$ cat src/rtl/custom_ip_fifo_pkg.sv
// Shared definitions for the HLS ap_fifo to native FIFO packet streamer:
// header geometry, field offsets, output FSM encoding and parameter helpers.
package custom_ip_fifo_pkg;

    localparam int HDR_BITS      = 64;
    localparam int MSG_WORD_BITS = 32;

    // Header field widths
    localparam int BS_ID_BITS   = 8;
    localparam int FPGA_ID_BITS = 8;
    localparam int PCKG_ID_BITS = 16;
    localparam int TX_UID_BITS  = 8;
    localparam int RX_UID_BITS  = 8;
    localparam int VPB_BITS     = 16;

    // Header field LSB offsets inside the 64-bit header (BS_ID is the MSB byte)
    localparam int VPB_LSB     = 0;
    localparam int RX_UID_LSB  = VPB_LSB + VPB_BITS;
    localparam int TX_UID_LSB  = RX_UID_LSB + RX_UID_BITS;
    localparam int PCKG_ID_LSB = TX_UID_LSB + TX_UID_BITS;
    localparam int FPGA_ID_LSB = PCKG_ID_LSB + PCKG_ID_BITS;
    localparam int BS_ID_LSB   = FPGA_ID_LSB + FPGA_ID_BITS;

    typedef enum logic {
        ST_IDLE = 1'b0,
        ST_SEND = 1'b1
    } send_state_e;

    // Number of 32-bit message words carried by a packet of the given width.
    function automatic int msg_words(input int packet_bits);
        return (packet_bits - HDR_BITS) / MSG_WORD_BITS;
    endfunction

    // Only the three packet sizes the HLS core can produce are supported.
    function automatic bit packet_size_legal(input int packet_bits);
        return (packet_bits == 256) || (packet_bits == 512) || (packet_bits == 1024);
    endfunction

    // The downstream width must split the packet into a whole number of beats.
    function automatic bit fifo_width_legal(input int packet_bits, input int fifo_bits);
        if (fifo_bits <= 0 || fifo_bits > packet_bits) begin
            return 1'b0;
        end
        return (packet_bits % fifo_bits) == 0;
    endfunction

endpackage

$ cat src/rtl/pkt_skid_buffer_2.sv
// Two-entry packet FIFO. Pushes are only taken while full_n_o is high, so
// the registered full_n_o is the single source of truth for acceptance.
module pkt_skid_buffer_2
    import custom_ip_fifo_pkg::*;
#(
    parameter int WIDTH = 256
) (
    input  logic             clk_i,
    input  logic             srst_i,
    input  logic             push_i,
    input  logic [WIDTH-1:0] data_i,
    input  logic             pop_i,
    output logic [WIDTH-1:0] head_o,
    output logic [1:0]       count_o,
    output logic             full_n_o
);

    logic       wr_ptr_q, wr_ptr_d;
    logic       rd_ptr_q, rd_ptr_d;
    logic [1:0] count_q, count_d;
    logic       full_n_q, full_n_d;
    logic       push_ok;
    logic       pop_ok;

    // Qualify push/pop and compute next occupancy, pointers and ready.
    always_comb begin
        push_ok  = push_i && full_n_q;
        pop_ok   = pop_i && (count_q != 2'd0);
        count_d  = count_q + {1'b0, push_ok} - {1'b0, pop_ok};
        wr_ptr_d = wr_ptr_q ^ push_ok;
        rd_ptr_d = rd_ptr_q ^ pop_ok;
        full_n_d = (count_d < 2'd2);
    end

    // Control state; full_n stays low through reset and rises one cycle after.
    always_ff @(posedge clk_i) begin
        if (srst_i) begin
            wr_ptr_q <= 1'b0;
            rd_ptr_q <= 1'b0;
            count_q  <= 2'd0;
            full_n_q <= 1'b0;
        end else begin
            wr_ptr_q <= wr_ptr_d;
            rd_ptr_q <= rd_ptr_d;
            count_q  <= count_d;
            full_n_q <= full_n_d;
        end
    end

    // Payload storage: one register per slot, written when the write pointer selects it.
    genvar gi;
    generate
        for (gi = 0; gi < 2; gi++) begin : g_entry
            logic [WIDTH-1:0] entry_q;

            // Capture the incoming packet into this slot on an accepted push.
            always_ff @(posedge clk_i) begin
                if (push_ok && (wr_ptr_q == 1'(gi))) begin
                    entry_q <= data_i;
                end
            end
        end
    endgenerate

    assign head_o   = rd_ptr_q ? g_entry[1].entry_q : g_entry[0].entry_q;
    assign count_o  = count_q;
    assign full_n_o = full_n_q;

endmodule

$ cat src/rtl/custom_ip_to_fifo_stream.sv
// Packs the HLS out_fifo_V header fields and message words into one packet,
// buffers up to two packets and serialises each into MSB-first beats for a
// downstream FIFO write port. Outputs depend only on registered state and full.
module custom_ip_to_fifo_stream
    import custom_ip_fifo_pkg::*;
#(
    parameter  int PACKET_SIZE_BITS = 256,
    parameter  int FIFO_DATA_BITS   = 256,
    localparam int MSG_WORDS        = msg_words(PACKET_SIZE_BITS),
    localparam int BEATS            = (FIFO_DATA_BITS > 0) ? (PACKET_SIZE_BITS / FIFO_DATA_BITS) : 1
) (
    input  logic                               ap_clk,
    input  logic                               ap_rst,
    input  logic [BS_ID_BITS-1:0]              out_fifo_V_BS_ID_din,
    input  logic                               out_fifo_V_BS_ID_write,
    input  logic [FPGA_ID_BITS-1:0]            out_fifo_V_FPGA_ID_din,
    input  logic [PCKG_ID_BITS-1:0]            out_fifo_V_PCKG_ID_din,
    input  logic [TX_UID_BITS-1:0]             out_fifo_V_TX_UID_din,
    input  logic [RX_UID_BITS-1:0]             out_fifo_V_RX_UID_din,
    input  logic [VPB_BITS-1:0]                out_fifo_V_VALID_PACKET_BYTES_din,
    input  logic [MSG_WORD_BITS*MSG_WORDS-1:0] out_fifo_V_MESSAGE_din,
    output logic                               full_n,
    input  logic                               full,
    output logic                               wr_en,
    output logic [FIFO_DATA_BITS-1:0]          din,
    output logic                               din_last,
    output logic                               overflow,
    output logic [31:0]                        pkt_count
);

    localparam int BEAT_W = (BEATS > 1) ? $clog2(BEATS) : 1;
    localparam int SLOTS  = 1 << BEAT_W;

    // Reject packet/FIFO width combinations the packer cannot serialise.
    generate
        if (!packet_size_legal(PACKET_SIZE_BITS) ||
            !fifo_width_legal(PACKET_SIZE_BITS, FIFO_DATA_BITS) ||
            (PACKET_SIZE_BITS != HDR_BITS + MSG_WORD_BITS * MSG_WORDS)) begin : g_param_check
            $error("custom_ip_to_fifo_stream: illegal PACKET_SIZE_BITS=%0d / FIFO_DATA_BITS=%0d",
                   PACKET_SIZE_BITS, FIFO_DATA_BITS);
        end
    endgenerate

    logic [HDR_BITS-1:0]         hdr;
    logic [PACKET_SIZE_BITS-1:0] pkt_in;
    logic [PACKET_SIZE_BITS-1:0] head;
    logic [1:0]                  count;
    logic                        buf_full_n;
    logic                        push_accept;
    logic                        pop;
    logic                        last_beat;
    logic [FIFO_DATA_BITS-1:0]   beat_slices [SLOTS];

    send_state_e       state_q, state_d;
    logic [BEAT_W-1:0] beat_q, beat_d;
    logic              overflow_q;
    logic [31:0]       pkt_count_q;

    // Assemble the header from the individual HLS fields, then append the message.
    always_comb begin
        hdr = '0;
        hdr[BS_ID_LSB   +: BS_ID_BITS]   = out_fifo_V_BS_ID_din;
        hdr[FPGA_ID_LSB +: FPGA_ID_BITS] = out_fifo_V_FPGA_ID_din;
        hdr[PCKG_ID_LSB +: PCKG_ID_BITS] = out_fifo_V_PCKG_ID_din;
        hdr[TX_UID_LSB  +: TX_UID_BITS]  = out_fifo_V_TX_UID_din;
        hdr[RX_UID_LSB  +: RX_UID_BITS]  = out_fifo_V_RX_UID_din;
        hdr[VPB_LSB     +: VPB_BITS]     = out_fifo_V_VALID_PACKET_BYTES_din;
        pkt_in = {hdr, out_fifo_V_MESSAGE_din};
    end

    pkt_skid_buffer_2 #(
        .WIDTH(PACKET_SIZE_BITS)
    ) u_skid (
        .clk_i   (ap_clk),
        .srst_i  (ap_rst),
        .push_i  (out_fifo_V_BS_ID_write),
        .data_i  (pkt_in),
        .pop_i   (pop),
        .head_o  (head),
        .count_o (count),
        .full_n_o(buf_full_n)
    );

    // Split the head packet into beats, beat 0 being the most significant slice.
    genvar gi;
    generate
        for (gi = 0; gi < SLOTS; gi++) begin : g_slice
            if (gi < BEATS) begin : g_used
                assign beat_slices[gi] = head[PACKET_SIZE_BITS-1-gi*FIFO_DATA_BITS -: FIFO_DATA_BITS];
            end else begin : g_pad
                assign beat_slices[gi] = '0;
            end
        end
    endgenerate

    assign last_beat   = (beat_q == BEAT_W'(BEATS - 1));
    assign push_accept = out_fifo_V_BS_ID_write && buf_full_n;

    // Beat FSM: drive the downstream write port and decide the next state/beat.
    always_comb begin
        state_d  = state_q;
        beat_d   = beat_q;
        wr_en    = 1'b0;
        din      = '0;
        din_last = 1'b0;
        pop      = 1'b0;
        case (state_q)
            ST_IDLE: begin
                // The buffer is empty here, so a packet appears only via a push.
                if (push_accept) begin
                    state_d = ST_SEND;
                end
            end
            ST_SEND: begin
                wr_en = !full;
                din   = beat_slices[beat_q];
                if (wr_en) begin
                    if (last_beat) begin
                        din_last = 1'b1;
                        pop      = 1'b1;
                        beat_d   = '0;
                        // Keep sending if a packet remains after this pop.
                        if (!(count > 2'd1) && !push_accept) begin
                            state_d = ST_IDLE;
                        end
                    end else begin
                        beat_d = beat_q + BEAT_W'(1);
                    end
                end
            end
            default: begin
                state_d = ST_IDLE;
            end
        endcase
    end

    // FSM registers, sticky overflow and the completed-packet counter.
    always_ff @(posedge ap_clk) begin
        if (ap_rst) begin
            state_q     <= ST_IDLE;
            beat_q      <= '0;
            overflow_q  <= 1'b0;
            pkt_count_q <= '0;
        end else begin
            state_q <= state_d;
            beat_q  <= beat_d;
            if (out_fifo_V_BS_ID_write && !buf_full_n) begin
                overflow_q <= 1'b1;
            end
            if (pop) begin
                pkt_count_q <= pkt_count_q + 32'd1;
            end
        end
    end

    assign full_n    = buf_full_n;
    assign overflow  = overflow_q;
    assign pkt_count = pkt_count_q;

endmodule

$ cat config.mk
export PLATFORM = sky130hd
export DESIGN_NAME = custom_ip_to_fifo_stream
export DESIGN_NICKNAME = d
export VERILOG_FILES = /design/src/rtl/custom_ip_fifo_pkg.sv /design/src/rtl/pkt_skid_buffer_2.sv /design/src/rtl/custom_ip_to_fifo_stream.sv
export SDC_FILE = /design/constraint.sdc
export NUM_CORES = 1
export LEC_CHECK = 0
export ABC_AREA = 0
export CORE_ASPECT_RATIO = 0.5
export CORE_MARGIN = 2
export CORE_UTILIZATION = 46
export CTS_CLUSTER_DIAMETER = 150
export CTS_CLUSTER_SIZE = 30
export DETAILED_ROUTE_END_ITERATION = 12
export MAX_ROUTING_LAYER = met4
export PLACE_DENSITY = 0.76
export SETUP_SLACK_MARGIN = 0.1
export SYNTH_ARGS = -nofsm -noshare
export SYNTH_HDL_FRONTEND = slang
export SYNTH_SLANG_ARGS = --single-unit
$ cat constraint.sdc
create_clock -name ap_clk -period 22.4 [get_ports ap_clk]
set_input_delay 2.24 -clock ap_clk [delete_from_list [all_inputs] [get_ports ap_clk]]
set_output_delay 2.24 -clock ap_clk [all_outputs]
set_load 0.01 [all_outputs]
==> impl_metrics.toml <==
[worst_setup_path]
arrival_ns = 4.28
crit_end = "din[150]"
ff2ff_path_depth = 9
slowest_stage = "dfxtp_4"
crit_chain = "buf_4 -> buf_4 -> mux2i_1 -> nor2b_1 -> clkdlybuf4s50_1"
cp-startpoint = "u_skid.rd_ptr_q"
regToRegSetupSlack_ns = 19.12
critical_path_class = "register to output port"
crit_top_cell = "buf_4"
path_buf_inv = 3
start_kind = "register"
reg2reg_from = "state_q"
cp.required_ns = 20.16
cp_max_fo = 61
rr_endpoint = "u_skid.count_o[1]"
critical_path_depth = 5
max_stage_delay_ns = 0.92
critical_path.endpoint_type = "output port"
crit_family = "buffers and inverters"

[global_routing]
antenna_found_initial = 7
grt_max_degree = 102
grt_pass1_wl_microns = 76200
grt_pass1_vias = 12100
grt_use_total_pct = 21.4
globalRouteOverflowTotal = 0

[logic_synthesis]
synth_area_leader_cell = "edfxtp_1"
yosysMostFrequentCell = "edfxtp_1"
yosys_warnings = 0
ys_top_cells_by_area = "edfxtp_1 71%, mux2i_1 12%, nor2b_1 7.5%, dfxtp_1 3.6%, clkbuf_1 0.62%"
ys_seq_area_share_pct = 74.6
synth_nets = 1556
netlist_area_sq_um = 21700
synth_edf_count = 512
synth_commonest_cells = "512 x edfxtp_1, 260 x nor2b_1, 257 x mux2i_1"
ys_seq_elements = 551
syn_inst = 1291
synthDominantCellAreaShare_pct = 71.0
avgSynthCellArea_sq_um = 16.8
synth_async_sr_flop_share_pct = 0
ys_types = 33
ys.flop_type = "edfxtp_1"

[power]
leakage_nw = 8.76
pwr_density_cell_nw_per_um2 = 66.3
ir_worst_vdd_mv = 0.0528

[placed_design]
finalWeightedCongestion = 0.837
numPortBuffers = 551
dp.cells = 2424
dp_slack_ns = 16.49
hpwl_microns = 37400
placed_cell_area_sq_um = 27800

[cts]
cts_resized = 0
clock_path_buffers = 3
clockRootBuffer = "clkbuf_16"
cts_tree = "built"
clock_latency_ns = 0.57
numClockSinks = 551
ctsHtreeMaxLevel = 1
cts_setup_buffers = 0
cts_made_buffers = 22
hold_buffers = 0
path_clk_slew_ns = 0.12

[floorplan]
die_h_microns = 157
die_w_microns = 311
dieArea_sq_um = 49000
core_area_sq_um = 46700
initial_utilization_pct = 46.4
rows = 56
ios = 552

[sta]
worst_slack_ns = 15.88
skew_ns = 0.0273
relSlewSlack_pct = 27.1
hold_viol_final = 0
rsz0062_at_grt = "false"
fin_tns_setup_ns = 0
fin_crit_sh_pct = 29.1
period_needed_ns = 6.52
finalSetupViolCount = 0
tightestPinTransition_ns = 1.09
fmax_mhz = 153
slew_viol_final = 0

[route]
drtIter0Drc = 808
vias = 12400
wl_microns = 54000
drtAntennaViolNets = 0
route.detailed.drc = 0
avgViaCountPerCell = 5.04
wl_per_cell_microns = 21.9
drtPass1Iterations = 5

[cells_and_area]
area_delta_synth_final_pct = 31.2
drive_gt1_share_pct = 2.64
stdcell_area_sq_um = 28400
nets = 2075
finalNonFillerCells = 2463

[worst_hold_path]
hold_path.class = "register to register"

[run]
maxCapViolCount = 0

[outcome]
status = "completed"
worst reg2reg max path, cell delays in order, from the launching register on:
cell,delay (ns)
dfxtp_4,0.82
buf_4,0.72
nor2b_1,0.50
o21a_1,0.24
ha_1,0.25
inv_1,0.07
ha_1,0.17
xnor2_1,0.14
xnor2_1,0.17
nor2b_1,0.15
sequential cells by signal, summed over array words and instances, names as in the netlist:
signal / flops
u_skid.g_entry.entry_q: 512
pkt_count: 32
u_skid.count_o: 2
overflow: 1
state_q: 1
u_skid.full_n_o: 1
u_skid.rd_ptr_q: 1
u_skid.wr_ptr_q: 1
routing by layer:
layer / track usage, % / wire (microns)
met3: 2.95 / 1510
met4: 6.12 / 1400
met5: - / 0
met2: 40.9 / 31000
met1: 23.5 / 20100
power breakdown:
| group | leakage [nW] | switching, mW | internal, mW |
|---|---|---|---|
| combinational | 3.45 | 0.0929 | 0.107 |
| clock | 0.303 | 0.300 | 0.194 |
| sequential | 5.01 | 0.0144 | 1.18 |
| total | 8.76 | 0.407 | 1.48 |
metrics by stage:
step           utilization (%)  power [mW]  hold slack [ns]
6_report                  60.9        1.88            0.492
5_1_grt                   60.9        1.95            0.529
4_1_cts                   60.9        1.90            0.489
3_5_place_dp              59.6        1.42            0.462
3_3_place_gp              59.6        1.41            0.457
2_1_floorplan                -        1.30            0.502
kinds of logic (layout without fill, tap and decap cells):
group,Yosys count,after routing,share of synthesized area (%)
compound gates,40,40,1.06
fa+ha+maj,5,5,0.289
xor+xnor,15,15,0.606
simple gates,346,346,9.96
buf+inv,76,603,1.59
flops,551,551,74.6
other cells,0,7,0
mux,258,258,11.9
cells in the final DEF, fill, tap and decap left out, types with 11 or more instances in the layout:
cell type,netlist,final
a21oi_1,20,20
buf_4,3,13
clkbuf_16,0,23
clkdlybuf4s50_1,0,551
dfxtp_1,39,37
edfxtp_1,512,512
mux2i_1,257,257
nand2_1,14,14
nor2_1,18,18
nor2b_1,260,260
o31ai_1,11,11
or4_1,11,11
how the worst min path moves through the flow:
stage,start,endpoint,slack (ns),cells past startpoint
after detailed placement,overflow,overflow,0.46,2
after global placement,overflow,overflow,0.46,2
after floorplan,overflow,overflow,0.50,2
after global routing,overflow,overflow,0.53,2
final,overflow,overflow,0.49,2
after CTS,overflow,overflow,0.49,2
final cells by class:
cell class / instances / area, sq um
diodes: 7 / 17.5
clock buffers: 31 / 606
clock inverters: 1 / 20.0
fillers: 3552 / 18200
inverters: 7 / 26.3
multi-input cells: 664 / 5190
flip-flops and latches: 551 / 16200
well taps: 638 / 798
repair buffers: 564 / 5610
No activity file was read; power rests on OpenSTA's default activity.
